`config.mk`:
```
export PLATFORM = sky130hd
export DESIGN_NAME = csi2_packet_generator
export DESIGN_NICKNAME = d
export VERILOG_FILES = /design/src/rtl/csi2_pkg.sv /design/src/rtl/csi2_crc16_step.sv /design/src/rtl/csi2_packet_generator.sv
export SDC_FILE = /design/constraint.sdc
export NUM_CORES = 1
export LEC_CHECK = 0
export CAP_MARGIN = 15
export CORE_MARGIN = 5
export CORE_UTILIZATION = 64
export DETAILED_ROUTE_END_ITERATION = 10
export DONT_BUFFER_PORTS = 1
export PLACE_DENSITY = 0.8
export SETUP_SLACK_MARGIN = 0.3
export SLEW_MARGIN = 20
export SYNTH_ARGS = -nofsm -noshare
export SYNTH_HDL_FRONTEND = slang
export SYNTH_SLANG_ARGS = --single-unit
```
`constraint.sdc`:
```
create_clock -name clk_i -period 2.1 [get_ports clk_i]
set_input_delay 0.21 -clock clk_i [delete_from_list [all_inputs] [get_ports clk_i]]
set_output_delay 0.21 -clock clk_i [all_outputs]
set_load 0.01 [all_outputs]
```
`src/rtl/csi2_pkg.sv`:
```
// csi2_pkg: CSI-2 data types, sync byte, FSM/packet-kind enums and the header ECC.
// CSI2_LINE_SYNC_EN adds the Line Start / Line End packet kinds.
package csi2_pkg;
    localparam logic [5:0] DT_FS     = 6'h00;
    localparam logic [5:0] DT_FE     = 6'h01;
    localparam logic [5:0] DT_LS     = 6'h02;
    localparam logic [5:0] DT_LE     = 6'h03;
    localparam logic [5:0] DT_RAW10  = 6'h2B;
    localparam logic [7:0] SYNC_BYTE = 8'hB8;

    typedef enum logic [3:0] {
        S_IDLE, S_SYNC, S_DI, S_WC0, S_WC1, S_ECC, S_PAYLOAD, S_CRC0, S_CRC1, S_GAP
    } state_e;

`ifdef CSI2_LINE_SYNC_EN
    typedef enum logic [2:0] {K_FS, K_LINE, K_FE, K_LS, K_LE} kind_e;
`else
    typedef enum logic [1:0] {K_FS, K_LINE, K_FE} kind_e;
`endif

    // Each mask selects the data bits feeding one parity bit of the 6-bit header ECC.
    function automatic logic [5:0] ecc6(input logic [23:0] d);
        ecc6[0] = ^(d & 24'hF12CB7);
        ecc6[1] = ^(d & 24'hF2555B);
        ecc6[2] = ^(d & 24'h749A6D);
        ecc6[3] = ^(d & 24'hB8E38E);
        ecc6[4] = ^(d & 24'hDF03F0);
        ecc6[5] = ^(d & 24'hEFFC00);
    endfunction
endpackage

```
`src/rtl/csi2_crc16_step.sv`:
```
// csi2_crc16_step: one-byte update of the reflected CRC-16 (poly 0x8408), shared with the RX checker.
module csi2_crc16_step (
    input  logic [15:0] crc_i,
    input  logic [7:0]  data_i,
    output logic [15:0] crc_o
);
    logic [7:0] x;
    logic [7:0] t;

    assign x     = data_i ^ crc_i[7:0];
    assign t     = x ^ {x[3:0], 4'h0};
    assign crc_o = {t, crc_i[15:8]} ^ {12'h000, t[7:4]} ^ {5'h00, t, 3'h0};
endmodule

```
`src/rtl/csi2_packet_generator.sv`:
```
// csi2_packet_generator: gear-8 single-lane CSI-2 frame transmitter (FS, LINES long packets, FE).
// Define CSI2_LINE_SYNC_EN to wrap every line in Line Start / Line End short packets.
module csi2_packet_generator
    import csi2_pkg::*;
#(
    parameter int          LINE_BYTES = 16,
    parameter int          LINES      = 4,
    parameter logic [5:0]  DATA_TYPE  = 6'h2B,
    parameter logic [1:0]  VC         = 2'd0,
    parameter int          GAP_CYCLES = 8
) (
    input  logic       clk_i,
    input  logic       reset_n_i,
    input  logic       start_i,
    input  logic [7:0] pixel_data_i,
    input  logic       pixel_valid_i,
    output logic       pixel_ready_o,
    output logic [7:0] data_lane0_o,
    output logic       data_valid_o,
    output logic       busy_o,
    output logic       frame_done_o,
    output logic       underflow_o
);
    localparam int BW = $clog2(LINE_BYTES + 1);
    localparam int LW = $clog2(LINES + 1);
    localparam int GW = $clog2(GAP_CYCLES + 1);
    localparam logic [BW-1:0] BYTES_ALL = BW'(LINE_BYTES);
    localparam logic [LW-1:0] LINE_LAST = LW'(LINES - 1);
    localparam logic [GW-1:0] GAP_LAST  = GW'(GAP_CYCLES - 1);

    state_e        state_q;
    kind_e         kind_q;
    kind_e         kind_nx;
    logic [15:0]   frame_num_q;
    logic [15:0]   crc_q;
    logic [15:0]   crc_d;
    logic [15:0]   wc;
    logic [7:0]    di;
    logic [7:0]    pay_byte;
    logic [7:0]    data_q;
    logic [BW-1:0] byte_q;
    logic [LW-1:0] line_q;
    logic [LW-1:0] line_nx;
    logic [GW-1:0] gap_q;
    logic          valid_q;
    logic          busy_q;
    logic          done_q;
    logic          under_q;

    assign pay_byte = pixel_valid_i ? pixel_data_i : 8'h00;

    csi2_crc16_step u_crc (
        .crc_i  (crc_q),
        .data_i (pay_byte),
        .crc_o  (crc_d)
    );

    always_comb begin
        di = {VC, kind_q == K_FS ? DT_FS : kind_q == K_FE ? DT_FE : DATA_TYPE};
        wc = kind_q == K_LINE ? 16'(LINE_BYTES) : frame_num_q;
`ifdef CSI2_LINE_SYNC_EN
        if (kind_q == K_LS || kind_q == K_LE) begin
            di = {VC, kind_q == K_LS ? DT_LS : DT_LE};
            wc = 16'(line_q) + 16'd1;
        end
`endif
    end

    // line_q counts completed lines; it is the 0-based number of the line in flight.
    always_comb begin
`ifdef CSI2_LINE_SYNC_EN
        kind_nx = kind_q == K_FS ? K_LS : kind_q == K_LS ? K_LINE : kind_q == K_LINE ? K_LE :
                  line_q == LINE_LAST ? K_FE : K_LS;
        line_nx = kind_q != K_LE ? line_q : line_q == LINE_LAST ? '0 : line_q + LW'(1);
`else
        kind_nx = (kind_q == K_LINE && line_q == LINE_LAST) ? K_FE : K_LINE;
        line_nx = kind_q != K_LINE ? line_q : line_q == LINE_LAST ? '0 : line_q + LW'(1);
`endif
    end

    assign pixel_ready_o = (state_q == S_ECC && kind_q == K_LINE) ||
                           (state_q == S_PAYLOAD && byte_q != BYTES_ALL);
    assign data_lane0_o  = data_q;
    assign data_valid_o  = valid_q;
    assign busy_o        = busy_q;
    assign frame_done_o  = done_q;
    assign underflow_o   = under_q;

    // Outputs are loaded with the byte belonging to the state being entered.
    always_ff @(posedge clk_i or negedge reset_n_i) begin
        if (!reset_n_i) begin
            state_q     <= S_IDLE;
            kind_q      <= K_FS;
            frame_num_q <= 16'd1;
            crc_q       <= 16'hFFFF;
            byte_q      <= '0;
            line_q      <= '0;
            gap_q       <= '0;
            data_q      <= 8'h00;
            valid_q     <= 1'b0;
            busy_q      <= 1'b0;
            done_q      <= 1'b0;
            under_q     <= 1'b0;
        end else begin
            done_q  <= 1'b0;
            under_q <= 1'b0;
            valid_q <= 1'b1;
            case (state_q)
                S_IDLE: begin
                    valid_q <= start_i;
                    data_q  <= start_i ? SYNC_BYTE : 8'h00;
                    if (start_i) begin
                        state_q <= S_SYNC;
                        kind_q  <= K_FS;
                        busy_q  <= 1'b1;
                        crc_q   <= 16'hFFFF;
                    end
                end
                S_SYNC: begin
                    state_q <= S_DI;
                    data_q  <= di;
                end
                S_DI: begin
                    state_q <= S_WC0;
                    data_q  <= wc[7:0];
                end
                S_WC0: begin
                    state_q <= S_WC1;
                    data_q  <= wc[15:8];
                end
                S_WC1: begin
                    state_q <= S_ECC;
                    data_q  <= {2'b00, ecc6({wc, di})};
                end
                S_ECC, S_PAYLOAD: begin
                    if (state_q == S_ECC && kind_q != K_LINE) begin
                        state_q <= S_GAP;
                        valid_q <= 1'b0;
                        data_q  <= 8'h00;
                        gap_q   <= GAP_LAST;
                        done_q  <= kind_q == K_FE && GAP_LAST == '0;
                    end else if (state_q == S_PAYLOAD && byte_q == BYTES_ALL) begin
                        state_q <= S_CRC0;
                        data_q  <= crc_q[7:0];
                    end else begin
                        state_q <= S_PAYLOAD;
                        data_q  <= pay_byte;
                        under_q <= !pixel_valid_i;
                        crc_q   <= crc_d;
                        byte_q  <= state_q == S_ECC ? BW'(1) : byte_q + BW'(1);
                    end
                end
                S_CRC0: begin
                    state_q <= S_CRC1;
                    data_q  <= crc_q[15:8];
                end
                S_CRC1: begin
                    state_q <= S_GAP;
                    valid_q <= 1'b0;
                    data_q  <= 8'h00;
                    gap_q   <= GAP_LAST;
                    done_q  <= kind_q == K_FE && GAP_LAST == '0;
                end
                S_GAP: begin
                    valid_q <= 1'b0;
                    data_q  <= 8'h00;
                    if (gap_q != '0) begin
                        gap_q  <= gap_q - GW'(1);
                        done_q <= kind_q == K_FE && gap_q == GW'(1);
                    end else if (kind_q == K_FE) begin
                        state_q     <= S_IDLE;
                        busy_q      <= 1'b0;
                        frame_num_q <= frame_num_q == 16'hFFFF ? 16'd1 : frame_num_q + 16'd1;
                    end else begin
                        state_q <= S_SYNC;
                        valid_q <= 1'b1;
                        data_q  <= SYNC_BYTE;
                        crc_q   <= 16'hFFFF;
                        kind_q  <= kind_nx;
                        line_q  <= line_nx;
                    end
                end
                default: begin
                    state_q <= S_IDLE;
                    valid_q <= 1'b0;
                end
            endcase
        end
    end
endmodule

```
==> results of run 1 <==
==> sequential cells by signal, summed over array words and instances, names as in the netlist <==
name / count
crc_q: 16
data_valid_o: 1
frame_done_o: 1
line_q: 3
byte_q: 5
busy_o: 1
state_q: 4
data_lane0_o: 8
gap_q: 4
frame_num_q: 16
kind_q: 2
underflow_o: 1
==> power groups by stage <==
stage               combinational (mW)  clock, mW  sequential [mW]
floorplan                         1.65          0             1.77
global placement                  1.94          0             1.89
detailed placement                1.99          0             1.90
CTS                               2.16      0.995             1.88
global route                      2.63       1.08             1.95
finish                            2.45       1.01             1.92
==> per-stage QoR <==
step	hold WS [ns]	TNS, ns	std cells	area, um^2
2_1_floorplan	-0.0856	0	453	4210
3_3_place_gp	-0.0838	0	526	4350
3_5_place_dp	-0.0840	0	526	4350
4_1_cts	0.115	0	558	4780
5_1_grt	0.168	-0.149	571	5180
6_report	0.130	0	571	5180
==> synth_stat cells, types with 3 or more instances <==
cell and number:
a21oi_1 15, ha_1 7, dfstp_2 17, inv_1 13
o211ai_1 4, a221oi_1 3, a211oi_1 3, and3_1 10
clkbuf_2 3, buf_2 13, nor3_1 6, nand2_1 41
o22ai_1 4, xnor2_1 52, a2bb2oi_1 8, nand2b_1 7
nor2_1 31, o21ai_0 25, o22a_1 8, mux2_2 4
clkbuf_1 12, mux2i_1 7, dfrtp_1 45, nor2_2 3
nor2b_1 6, nand4_1 9, xor2_1 23, a22oi_1 3
nand3_1 31
==> metal layers <==
metal  track usage  up-vias  part of all wire
met2         0.429      244              0.48
met1         0.372     1870              0.38
met5             0        -                 0
li1              -     1666                 -
met4         0.133        0             0.053
met3        0.0517       66             0.088
==> final cells by class <==
class,count,area [um^2]
repair inverters,1,7.51
inverters,14,60.1
well taps,77,96.3
fillers,356,1130
clock buffers,15,176
multi-input cells,345,2780
flip-flops and latches,62,1580
clock inverters,1,5.00
repair buffers,56,479
==> path summary, 6_finish.rpt <==
path / start / endpoint / slack [ns] / cells after the start
setup / recovery: gap_q[1] / kind_q[0] / 0.03 / 9
hold / removal: start_i / state_q[0] / 0.13 / 2
setup reg to reg: gap_q[1] / kind_q[0] / 0.03 / 9
hold reg to reg: line_q[2] / line_q[2] / 0.53 / 2
max in group asynchronous: reset_n_i / crc_q[13] / 1.37 / 2
min in group asynchronous: reset_n_i / data_lane0_o[4] / 0.39 / 2
==> logic make-up after synthesis <==
family | synth area share
flops | 0.381
fa+ha+maj | 0.0212
compound gates | 0.142
xor+xnor | 0.170
simple gates | 0.206
mux | 0.0279
buf+inv | 0.0521
==> worst reg2reg max path: cells and delay by family, from the launching register on <==
kind,cells,cell delay [ns]
AND/OR/NAND/NOR,4,0.94
flip-flops,1,0.40
buffers and inverters,3,0.36
AO/OA/AOI/OAI,1,0.14
adder cells (fa/ha/maj),1,0.13
==> timing repair <==
item / in CTS / in global routing
pin swaps: 11 / 26
buffers inserted: 11 / 13
endpoints found under the hold margin: 63 / 0
hold buffers: 3 / 0
endpoints found under the setup margin: 43 / 50
resized for setup: 33 / 64
gates cloned: 2 / 0
==> results.json, run 1 <==
{
  "synth_area_leaders": "dfrtp_1 27%, xnor2_1 11%, dfstp_2 11%",
  "crit_fanout": 4,
  "clock_sinks": 62,
  "final_util": 0.821,
  "vias": 3846,
  "gr-total-overflow": 0,
  "grt_pass1_vias": 3576,
  "power_density_mw_per_mm2": 1040,
  "area_delta_synth_final_pct": 25.5,
  "switchingPower_mw": 2.23,
  "grt_setup_unrepaired": "yes",
  "syn_area_per_cell_um2": 9.12,
  "p_int_mw": 3.14,
  "drc": 0,
  "relSlewSlack": 0.569,
  "synth_nets": 472,
  "rows": 29,
  "clkPwrFrac": 0.187,
  "startpoint_type": "register",
  "wl_um": 12700,
  "clockBufferDepth": 2,
  "synth_top_flop_cell": "dfrtp_1",
  "yosys.area.top_type_share": 0.273,
  "layout_commonest_cell": "buf_4",
  "design.die.area_mm2": 0.00816,
  "yosysTopAreaCell": "dfrtp_1",
  "clk_latency_ns": 0.35,
  "start_util": 0.654,
  "cp_cell_sequence": "inv_2, ha_4, or3b_4, buf_6, buf_4, nor2_4, nand2_2, or3_4, o211a_1",
  "cts-root-buf": "clkbuf_8",
  "irDropWorstVdd_uv": 969,
  "antenna_found_initial": 0,
  "n_antenna_cell": 0,
  "final_nets": 508,
  "place_ws_ns": 0.0408,
  "critPathRequiredTime_ns": 2.35,
  "hold_path.class": "primary input to register",
  "worst_pin_slew_ns": 0.644,
  "finalClockSkew_ns": 0.00664,
  "cts.clk_slew.worst_paths_ns": 0.07,
  "status": "finished, final reports clean",
  "num_io_pins": 25,
  "worstPathBufferInverterCount": 3,
  "fmax_ghz": 0.484,
  "maxCapViolations": 0,
  "synth_area_mm2": 0.00413,
  "avgRoutedWirePerCell_um": 22.2,
  "hold_viol_final": 0,
  "power_mw": 5.37,
  "first_iter_violations": 492,
  "async_flop_share": 1.00,
  "gp_congestion": 0.913,
  "ys_types": 59,
  "drv_slew": 0,
  "port_buffers": 0,
  "fin_crit_ns": 2.07,
  "cts_tree": "yes",
  "crit_path_end_kind": "register",
  "grt_use_total": 0.277,
  "fin_ws_ns": 0.0319,
  "crit_type": "register to register",
  "grt_pass1_wl_um": 18200,
  "core_mm2": 0.00631,
  "die_h_um": 90.3,
  "antenna_left": 0,
  "cts_inserted_buffers": 9,
  "drive_gt1_frac": 0.348,
  "swShare": 0.415,
  "ys_seq_area_frac": 0.381,
  "detailed_place_hpwl_um": 7300,
  "synth_edf_count": 0,
  "worstPathArrival_ns": 2.31,
  "crit_family": "simple AND/OR/NAND/NOR gates",
  "firstDrtPassIters": 5,
  "power.leakage_nw": 2.23,
  "slowest_delay_ns": 0.40,
  "htree_num_levels": 3,
  "setup-violations-final": 0,
  "period_share": 0.985,
  "layout_common_cells": "44 x buf_4, 39 x dfrtp_1, 38 x xnor2_1",
  "fp.dieW_um": 90.3,
  "grt_max_degree": 63,
  "pwr-share-comb": 0.455,
  "viasPerCell": 6.74,
  "seqPwrFrac": 0.357,
  "ys_ff_latch": 62,
  "cp_slowest_cell": "dfrtp_1",
  "ys_warn_count": 0,
  "syn_inst": 453
}
(Power assumes the default switching activity.)
==> run 2, diff against run 1 <==
- HOLD_SLACK_MARGIN: default -> 0.03
==> results of run 2 <==
No change in the layout: final DEF, timing and power equal those of run 1.
